## config.mk

```make
export PLATFORM = sky130hd
export DESIGN_NAME = puf_output_network_mv_flat
export DESIGN_NICKNAME = d
export VERILOG_FILES = /design/src/rtl/puf_output_network_mv_if.sv /design/src/rtl/puf_output_network_mv.sv /design/src/flat_wrapper.sv
export SDC_FILE = /design/constraint.sdc
export NUM_CORES = 1
export LEC_CHECK = 0
export ABC_CLOCK_PERIOD_IN_PS = 3000
export BUFFER_PORTS_ARGS = -buffer_cell sky130_fd_sc_hd__buf_2
export CORE_ASPECT_RATIO = 0.75
export CORE_MARGIN = 2
export CORE_UTILIZATION = 60
export CTS_CLUSTER_DIAMETER = 150
export DETAILED_ROUTE_END_ITERATION = 10
export HOLD_SLACK_MARGIN = 0.12
export PLACE_DENSITY = 0.88
export RECOVER_POWER = 25
export SLEW_MARGIN = 40
export SYNTH_ARGS = -nofsm -noshare
export SYNTH_HDL_FRONTEND = slang
export SYNTH_SLANG_ARGS = --single-unit
```

## constraint.sdc

```tcl
create_clock -name clk -period 3 [get_ports clk]
set_clock_uncertainty 0.1 [all_clocks]
set_input_delay 0.45 -clock clk [delete_from_list [all_inputs] [get_ports clk]]
set_output_delay 0.45 -clock clk [all_outputs]
set_load 0.01 [all_outputs]
```

## src/rtl/puf_output_network_mv_if.sv

```systemverilog
// Handshake bundle between the PUF capture register, the voting network and the serialiser.
// Both sides: a transfer happens on a rising clk edge where valid and ready are both high;
// valid, once raised, holds its payload stable until that transfer; ready never depends on valid.
interface puf_output_network_mv_if #(
  parameter int N_IN  = 10,
  parameter int N_OUT = 9
);
  logic             in_valid;
  logic             in_ready;
  logic [N_IN-1:0]  in_data;
  logic             out_valid;
  logic             out_ready;
  logic [N_OUT-1:0] out_data;
  logic [N_OUT-1:0] out_stable;

  modport master (
    output in_valid, in_data, out_ready,
    input  in_ready, out_valid, out_data, out_stable
  );

  modport slave (
    input  in_valid, in_data, out_ready,
    output in_ready, out_valid, out_data, out_stable
  );
endinterface

```

## src/rtl/puf_output_network_mv.sv

```systemverilog
// Windowed shifted XOR network over raw PUF responses, majority-voted across VOTES
// evaluations, with a per-bit stability mask. dbg_hold_o exposes the FSM state (1 = HOLD).
module puf_output_network_mv #(
  parameter int N_IN  = 10,
  parameter int N_OUT = 9,
  parameter int WIN   = 2,
  parameter int SHIFT = 1,
  parameter int VOTES = 5
) (
  input  logic                      clk,
  input  logic                      rst,
  puf_output_network_mv_if.slave    bus,
  output logic                      dbg_hold_o
);
  localparam int CNT_W = $clog2(VOTES + 1);
  localparam logic [CNT_W-1:0] LAST = CNT_W'(VOTES - 1);
  localparam logic [CNT_W-1:0] HALF = CNT_W'(VOTES / 2);
  localparam logic [CNT_W-1:0] FULL = CNT_W'(VOTES);

  typedef enum logic {
    S_COLLECT = 1'b0,
    S_HOLD    = 1'b1
  } state_t;

  state_t           state_q;
  logic [CNT_W-1:0] smp_q;
  logic [CNT_W-1:0] ones_q [N_OUT];
  logic [CNT_W-1:0] ones_d [N_OUT];
  logic [N_OUT-1:0] net;
  logic [N_OUT-1:0] out_data_q, out_data_d;
  logic [N_OUT-1:0] out_stable_q, out_stable_d;

  // Window of output idx, wrapping modulo N_IN; overlapping wrapped taps still XOR once each.
  function automatic logic [N_IN-1:0] win_mask(input int idx);
    logic [N_IN-1:0] m;
    m = '0;
    for (int j = 0; j < WIN; j++) begin
      m = m | (N_IN'(1) << ((idx * SHIFT + j) % N_IN));
    end
    return m;
  endfunction

  for (genvar gi = 0; gi < N_OUT; gi++) begin : g_net
    localparam logic [N_IN-1:0] MASK = win_mask(gi);
    assign net[gi] = ^(bus.in_data & MASK);
  end

  // Vote totals including the sample on the bus; only committed when it is accepted.
  always_comb begin
    out_data_d   = '0;
    out_stable_d = '0;
    for (int i = 0; i < N_OUT; i++) begin
      ones_d[i]       = ones_q[i] + CNT_W'(net[i]);
      out_data_d[i]   = (ones_d[i] > HALF);
      out_stable_d[i] = (ones_d[i] == '0) | (ones_d[i] == FULL);
    end
  end

  always_ff @(posedge clk) begin
    if (rst) begin
      state_q      <= S_COLLECT;
      smp_q        <= '0;
      out_data_q   <= '0;
      out_stable_q <= '0;
      for (int i = 0; i < N_OUT; i++) ones_q[i] <= '0;
    end else begin
      case (state_q)
        S_COLLECT: begin
          if (bus.in_valid) begin
            for (int i = 0; i < N_OUT; i++) ones_q[i] <= ones_d[i];
            smp_q <= smp_q + CNT_W'(1);
            if (smp_q == LAST) begin
              state_q      <= S_HOLD;
              out_data_q   <= out_data_d;
              out_stable_q <= out_stable_d;
            end
          end
        end
        S_HOLD: begin
          // Counters are cleared here, so a new vote starts from zero next cycle.
          if (bus.out_ready) begin
            state_q <= S_COLLECT;
            smp_q   <= '0;
            for (int i = 0; i < N_OUT; i++) ones_q[i] <= '0;
          end
        end
        default: state_q <= S_COLLECT;
      endcase
    end
  end

  assign bus.in_ready   = (state_q == S_COLLECT);
  assign bus.out_valid  = (state_q == S_HOLD);
  assign bus.out_data   = out_data_q;
  assign bus.out_stable = out_stable_q;
  assign dbg_hold_o     = (state_q == S_HOLD);
endmodule

```

## src/flat_wrapper.sv

```systemverilog
// flat-port wrapper written by rule: the top's interface ports become plain ports
module puf_output_network_mv_flat 
#(
  parameter int N_IN  = 10,
  parameter int N_OUT = 9,
  parameter int WIN   = 2,
  parameter int SHIFT = 1,
  parameter int VOTES = 5
)
  (clk, rst, dbg_hold_o, bus_in_valid, bus_in_data, bus_out_ready, bus_in_ready, bus_out_valid, bus_out_data, bus_out_stable);
  puf_output_network_mv_if #(.N_IN(N_IN), .N_OUT(N_OUT)) bus_i ();
  input  logic clk;
  input  logic rst;
  output logic dbg_hold_o;
  input wire logic [$bits(bus_i.in_valid)-1:0] bus_in_valid;
  input wire logic [$bits(bus_i.in_data)-1:0] bus_in_data;
  input wire logic [$bits(bus_i.out_ready)-1:0] bus_out_ready;
  output wire logic [$bits(bus_i.in_ready)-1:0] bus_in_ready;
  output wire logic [$bits(bus_i.out_valid)-1:0] bus_out_valid;
  output wire logic [$bits(bus_i.out_data)-1:0] bus_out_data;
  output wire logic [$bits(bus_i.out_stable)-1:0] bus_out_stable;
  assign bus_i.in_valid = bus_in_valid;
  assign bus_i.in_data = bus_in_data;
  assign bus_i.out_ready = bus_out_ready;
  assign bus_in_ready = bus_i.in_ready;
  assign bus_out_valid = bus_i.out_valid;
  assign bus_out_data = bus_i.out_data;
  assign bus_out_stable = bus_i.out_stable;
  puf_output_network_mv #(.N_IN(N_IN), .N_OUT(N_OUT), .WIN(WIN), .SHIFT(SHIFT), .VOTES(VOTES)) u_core (.clk(clk), .rst(rst), .bus(bus_i), .dbg_hold_o(dbg_hold_o));
endmodule
```

## Word-level counts from Yosys, hierarchy flattened

Memories as Yosys holds them, arrays and structs flattened.
Index checks and enable logic that the tools add are counted.

| storage, ports and cells | value |
|---|---|
| bits in writable memories | 27 |
| memories kept | 1 |
| logic and storage cells | 119 |
| bits in registers | 22 |
| output and inout bits | 21 |
| bits of input ports | 14 |

| cells by class | value |
|---|---|
| bitwise logic cells | 28 |
| reductions and logical operators | 20 |
| add/subtract/negate cells | 10 |
| order comparisons | 9 |
| multiplexer cells | 35 |
| equality and inequality tests | 12 |

Memory list:

| name | depth | width | rd ports | clocked after memory_dff | write ports | line | text |
|---|---|---|---|---|---|---|---|
| u_core.ones_q | 9 | 3 | 9 | 0 | 9 | puf_output_network_mv.sv:27 | `logic [CNT_W-1:0] ones_q [N_OUT];` |

Operators by type and width:

| kind | count |
|---|---|
| $reduce_xor A10 Y1 | 9 |
| $mux W3 | 20 |
| $eq A3 B3 Y1 const B | 10 |
| $add A3 B1 Y3 | 9 |
| $gt A3 B2 Y1 const B | 9 |
| $logic_not A3 Y1 | 9 |
| $or A1 B1 Y1 | 27 |
| $mux W1 | 13 |
| $pmux W3 S2 | 1 |
| $ne A2 B2 Y1 const B | 2 |
| $add A3 B1 Y3 const B | 1 |
| $reduce_and A3 Y1 | 1 |
| $pmux W1 S2 | 1 |
| $reduce_and A2 Y1 | 1 |
| $not A1 Y1 | 1 |

## Logic depth before layout (Yosys ltp)

Gate-level depths: netlist of run 1.

| depth | value |
|---|---|
| word-level depth | 6 |
| mapped depth | 7 |
| gate-level depth less buffers | 6 |

## Worst setup path after synthesis of run 1

Ideal clock, no wire load.

| timing | value |
|---|---|
| path kind | reg-to-reg |
| start | register u_core.state_q (netlist: u_core.bus.out_valid) |
| end | memory u_core.ones_q[0][0] (netlist name), enable pin |
| required time | 2.581 ns |
| slack | 1.277 ns |
| setup time | 0.319 ns |
| period minus slack after synthesis | 1.723 ns |
| arrival | 1.305 ns |
| cell stages (with the launch flop) | 3 |
| path through | dfxtp_1 > mux2_2 > or2_2 |

RTL lines:

| item | line | text |
|---|---|---|
| start: declaration | puf_output_network_mv.sv:25 | `state_t state_q;` |
| start signal: assignment | puf_output_network_mv.sv:61 | `state_q <= S_COLLECT;` |
| start signal: assignment | puf_output_network_mv.sv:73 | `state_q <= S_HOLD;` |
| start signal: assignment | puf_output_network_mv.sv:82 | `state_q <= S_COLLECT;` |
| end: declaration | puf_output_network_mv.sv:27 |  |

==> impl_metrics.tcl, run 1 <==
set metrics [dict create \
    status "finished, final reports clean" \
    vdd_drop_max_v 0.0003848 \
    ys.flop_type "edfxtp_1" \
    postSynthCellCount 196 \
    period_needed_ps 2266 \
    dieArea_um2 4469 \
    grt_pass1_wl_mm 7.065 \
    worstPathBufferInverterCount 1 \
    diodes 0 \
    fin_area_um2 2597 \
    wl_per_cell_um 14.80 \
    hold_buffers 0 \
    whs_endpoint "u_core.bus.out_valid" \
    cts_setup_buffers 0 \
    crit_cells 2 \
    clk_pin_slew_ps 80 \
    wl_mm 4.158 \
    setup_tns_ps 0 \
    vias 1551 \
    clock-sinks 49 \
    cts_buffer_depth 2 \
    hold_path_class "input pin to register" \
    whs_path_depth 3 \
    post_synth_num_cell_types 29 \
    max_clock_freq_mhz 441.4 \
    async_flop_share 0 \
    maxSlewHeadroom 0.1365 \
    cts_tree "yes" \
    cpPeakStageDelay_ps 930 \
    drive_above_1_share 0.09607 \
    finalHoldViolCount 0 \
    leakage_nw 1.019 \
    routed_via_density 5.520 \
    ys_warn_count 0 \
    overflow 0 \
    rsz0062_at_grt "false" \
    cp_max_fo 33 \
    coreArea_um2 3732 \
    io_pins 35 \
    cp_top_family "buffers and inverters" \
    syn_nets 230 \
    cts_buffers 5 \
    routabilityCongestion 0.7278 \
    syn-cell-area_um2 2367 \
    crit_type "input pin to register" \
    whs_ps 322.4 \
    antenna_found_initial 0 \
    setup_viol 0 \
    grt_usage 0.2020 \
    place_hpwl_mm 2.802 \
    drc 0 \
    syn_avg_cell_area_um2 12.08 \
    min_period_over_period 0.7552 \
    hp-start "bus_out_ready" \
    cp.arrival_ps 2100 \
    synth_edf_count 27 \
    htree_num_levels 2 \
    tightest_slew_ps 1295 \
    nNetsFinal 262 \
    crit_path_top_delay_cell "clkbuf_1" \
    initialDrtViolationCount 122 \
    cap_violations 0 \
    first_pass_iters 4 \
    root_buffer "clkbuf_8" \
    rrSetupSlack_ps 1150 \
    total_power_mw 1.319 \
    fin_ws_ps 734.4 \
    power_density_nw_per_um2 507.6 \
    pre_cts_slack_ps 966.3 \
    cp-end-kind "register" \
    die_x_um 76.53 \
    layout_common_cells "27 x edfxtp_1, 22 x clkbuf_1, 22 x dfxtp_1, 20 x ha_1" \
    synth-seq-area-share 0.5285 \
    worstSkewPairLatency_ps 290 \
    area_growth_pct 9.725 \
    grt_pass1_vias 1518 \
    fillers 298 \
    crit_chain "clkbuf_1, or2_2" \
    crit_required_ps 2830 \
    placed_cell_area_um2 2545 \
    r2r-start "u_core.bus.out_valid" \
    start_kind "input pin" \
    die_y_um 58.40 \
    reg2reg_depth 2 \
    grt_max_degree 34 \
    post_cts_resized 0 \
    yosys_register_bits 49 \
    r2r_end "u_core.ones_q[0][25]" \
    placementRows 19 \
    ant_nets 0 \
    start_util 0.6343 \
    slew_viol_final 0 \
    io_buffers 34 \
    mostFrequentLayoutCell "edfxtp_1" \
]
-- flip-flops by register name (all words and copies together), names as in the netlist --
| register | cells |
|---|---|
| u_core.bus.out_valid | 1 |
| u_core.bus.out_stable | 9 |
| u_core.ones_q | 27 |
| u_core.smp_q | 3 |
| u_core.bus.out_data | 9 |
-- per-layer routing --
| layer | track usage | wire length [um] |
|---|---|---|
| met5 | 0 | 0 |
| met1 | 0.2830 | 2099 |
| met4 | 0.04675 | 32 |
| met3 | 0.04141 | 222 |
| met2 | 0.3312 | 1804 |
-- layout make-up --
cell class	instances	area [um^2]	share of cell area
timing repair buffer	35	150.1	0.05780
multi-input combinational	134	1040	0.4003
tap	52	65.06	0.02505
clock buffer	7	76.32	0.02938
sequential	49	1251	0.4817
clock inverter	1	3.754	0.001445
inverter	3	11.26	0.004335
-- logic make-up (layout without fill, tap and decap cells) --
group,count (synthesis),count (layout),share of synthesized area
muxes,1,1,0.004757
adders and majority gates,20,20,0.1057
xor gates and xnor gates,27,27,0.09990
buffers and inverters,13,46,0.03224
AOI/OAI and AO/OA,24,24,0.08246
DFF,49,49,0.5285
and+or+nand+nor,62,62,0.1464
-- worst max-delay path by stage --
stage / startpoint / endpoint / slack (ps)
5_1_grt: rst / u_core.ones_q[0][21] / 560
3_5_place_dp: rst / u_core.ones_q[0][15] / 970
4_1_cts: u_core.bus.out_valid / u_core.ones_q[0][21] / 1160
2_1_floorplan: u_core.bus.out_valid / u_core.ones_q[0][0] / 1280
6_report: rst / u_core.ones_q[0][25] / 730
3_3_place_gp: rst / u_core.ones_q[0][15] / 1000
-- power by group --
part	switching, mW	leakage (nW)	total, mW	internal (mW)
Sequential	0.0144	0.477	0.759	0.745
Clock	0.204	0.0399	0.366	0.163
Combinational	0.107	0.502	0.193	0.0863
Total	0.325	1.02	1.32	0.994
-- Yosys cell counts, drive strengths merged, types with 2 or more instances --
cell type	count	area share
buf	5	0.020
a21oi	2	0.0042
and2	18	0.048
nor2	18	0.029
a311oi	9	0.033
nand2	10	0.016
xor2	9	0.033
inv	3	0.0048
dfxtp	22	0.19
clkbuf	5	0.0079
ha	20	0.11
nand3b	9	0.029
edfxtp	27	0.34
o41ai	9	0.033
xnor2	18	0.067
-- per-stage QoR --
step | std cells | utilization
2_1_floorplan | 196 | -
3_3_place_gp | 273 | 0.6819
3_5_place_dp | 273 | 0.6819
4_1_cts | 281 | 0.7033
5_1_grt | 281 | 0.6959
6_report | 281 | 0.6959
(Power assumes the default switching activity.)
==> inputs of run 2 (changes only) <==
--- a/config.mk
+++ b/config.mk
@@ -5,15 +5,15 @@
 export SDC_FILE = /design/constraint.sdc
 export NUM_CORES = 1
 export LEC_CHECK = 0
-export ABC_CLOCK_PERIOD_IN_PS = 3000
+export ABC_CLOCK_PERIOD_IN_PS = 2200
 export BUFFER_PORTS_ARGS = -buffer_cell sky130_fd_sc_hd__buf_2
 export CORE_ASPECT_RATIO = 0.75
 export CORE_MARGIN = 2
-export CORE_UTILIZATION = 60
+export CORE_UTILIZATION = 56
 export CTS_CLUSTER_DIAMETER = 150
 export DETAILED_ROUTE_END_ITERATION = 10
 export HOLD_SLACK_MARGIN = 0.12
-export PLACE_DENSITY = 0.88
+export PLACE_DENSITY = 0.84
 export RECOVER_POWER = 25
 export SLEW_MARGIN = 40
 export SYNTH_ARGS = -nofsm -noshare
==> constraint.sdc (replaced) <==
create_clock -name clk -period 2.2 [get_ports clk]
set_clock_uncertainty 0.1 [all_clocks]
set_input_delay 0.33 -clock clk [delete_from_list [all_inputs] [get_ports clk]]
set_output_delay 0.33 -clock clk [all_outputs]
set_load 0.01 [all_outputs]
==> impl_metrics.tcl, run 2 (same netlist as run 1, synthesis figures left out) <==
set metrics [dict create \
    wl_per_cell_um 14.80 \
    fin_area_um2 2646 \
    grt_max_degree 34 \
    vias 1554 \
    rsz0062_at_grt "false" \
    largest-register "u_core.ones_q" \
    area_growth_pct 11.79 \
    hold_buffers 0 \
    cp.arrival_ps 1940 \
    vdd_drop_max_v 0.0003718 \
    slew_viol_final 0 \
    clk_pin_slew_ps 80 \
    nNetsFinal 266 \
    wl_mm 4.262 \
    leakage_nw 1.039 \
    routabilityCongestion 0.7428 \
    drive_above_1_share 0.1116 \
    r2r_end "u_core.smp_q[1]" \
    cp-end-kind "register" \
    r2r-start "u_core.bus.out_valid" \
    io_pins 35 \
    cts_buffers 5 \
    setup_viol 0 \
    power_density_nw_per_um2 684.6 \
    cap_violations 0 \
    dieArea_um2 4769 \
    diodes 0 \
    min_period_over_period 0.8319 \
    grt_pass1_vias 1481 \
    start_util 0.5840 \
    layout_common_cells "27 x edfxtp_1, 23 x clkbuf_1, 22 x dfxtp_1, 20 x ha_1" \
    finalHoldViolCount 0 \
    hold_path_class "input pin to register" \
    crit_type "register to register" \
    initialDrtViolationCount 94 \
    rrSetupSlack_ps 370 \
    first_pass_iters 4 \
    worstSkewPairLatency_ps 300 \
    placed_cell_area_um2 2591 \
    status "finished, final reports clean" \
    whs_endpoint "u_core.bus.out_valid" \
    total_power_mw 1.812 \
    placementRows 20 \
    die_y_um 60.31 \
    ant_nets 0 \
    mostFrequentLayoutCell "edfxtp_1" \
    place_hpwl_mm 3.079 \
    post_cts_resized 0 \
    reg2reg_depth 4 \
    coreArea_um2 4054 \
    grt_pass1_wl_mm 7.031 \
    antenna_found_initial 0 \
    largest_reg_flops 27 \
    cts_tree "yes" \
    period_needed_ps 1830 \
    dp.cells 280 \
    setup_tns_ps 0 \
    die_x_um 79.08 \
    cts_buffer_depth 2 \
    maxSlewHeadroom 0.6337 \
    instances_no_fill 288 \
    tightest_slew_ps 549.4 \
    crit_required_ps 2310 \
    overflow 0 \
    routed_via_density 5.396 \
    htree_num_levels 2 \
    root_buffer "clkbuf_8" \
    cts_setup_buffers 0 \
    max_clock_freq_mhz 546.4 \
    io_buffers 34 \
    start_kind "register" \
    hp-start "bus_out_ready" \
    grt_usage 0.1975 \
    whs_path_depth 3 \
    drc 0 \
    clock-sinks 49 \
    cp_max_fo 24 \
]
-- run 2: changes by cell type in the layout (fill, tap and decap cells not counted) --
cell,before,now
clkinv_1,1,0
buf_4,0,4
buf_12,0,1
and2_1,17,16
clkbuf_1,22,23
and2_0,1,2
buf_2,15,14
-- run 2: critical path: stages, from the launching register on --
cell	delay (ps)
dfxtp_1	490
mux2_1	400
or2_2	370
buf_12	190
o21ai_0	190
-- run 2: area by class of cell --
| cell class | instances | area [um^2] |
|---|---|---|
| Clock buffer | 8 | 80.08 |
| Tap cell | 55 | 68.82 |
| Timing Repair Buffer | 39 | 195.2 |
| Fill cell | 350 | 1408 |
| Multi-Input combinational cell | 134 | 1040 |
| Sequential cell | 49 | 1251 |
| Inverter | 3 | 11.26 |
-- run 2: metal layers --
layer / vias to the layer above / wire (um) / global-route usage
li1: 780 / - / -
met1: 731 / 2080 / 0.2737
met2: 39 / 1916 / 0.3075
met3: 4 / 225 / 0.04532
met4: 0 / 38 / 0.07635
met5: - / 0 / 0
-- run 2: how the worst max path moves through the flow --
stage	to	start	slack, ps	cells after the start
3_5_place_dp	u_core.bus.out_stable[5]	bus_in_data[6]	310	7
4_1_cts	u_core.smp_q[1]	u_core.bus.out_valid	360	4
5_1_grt	u_core.smp_q[1]	u_core.bus.out_valid	270	4
3_3_place_gp	u_core.bus.out_stable[5]	bus_in_data[6]	340	7
2_1_floorplan	u_core.ones_q[0][0]	u_core.bus.out_valid	480	2
6_report	u_core.smp_q[1]	u_core.bus.out_valid	370	4
-- run 2: through the flow --
step / hold slack [ps] / util / setup slack [ps]
global route: 207.1 / 0.6528 / 268.5
finish: 190.2 / 0.6528 / 369.8
CTS: 178.3 / 0.6590 / 360.4
global placement: 367.7 / 0.6392 / 340.5
detailed placement: 374.2 / 0.6392 / 305.9
floorplan: 367.3 / - / 476.5
-- run 2: power by group --
| group | total [mW] | leakage, nW | switching [mW] | internal, mW |
|---|---|---|---|---|
| registers | 1.03 | 0.477 | 0.0185 | 1.02 |
| clock network | 0.501 | 0.0395 | 0.275 | 0.226 |
| logic | 0.277 | 0.523 | 0.153 | 0.124 |
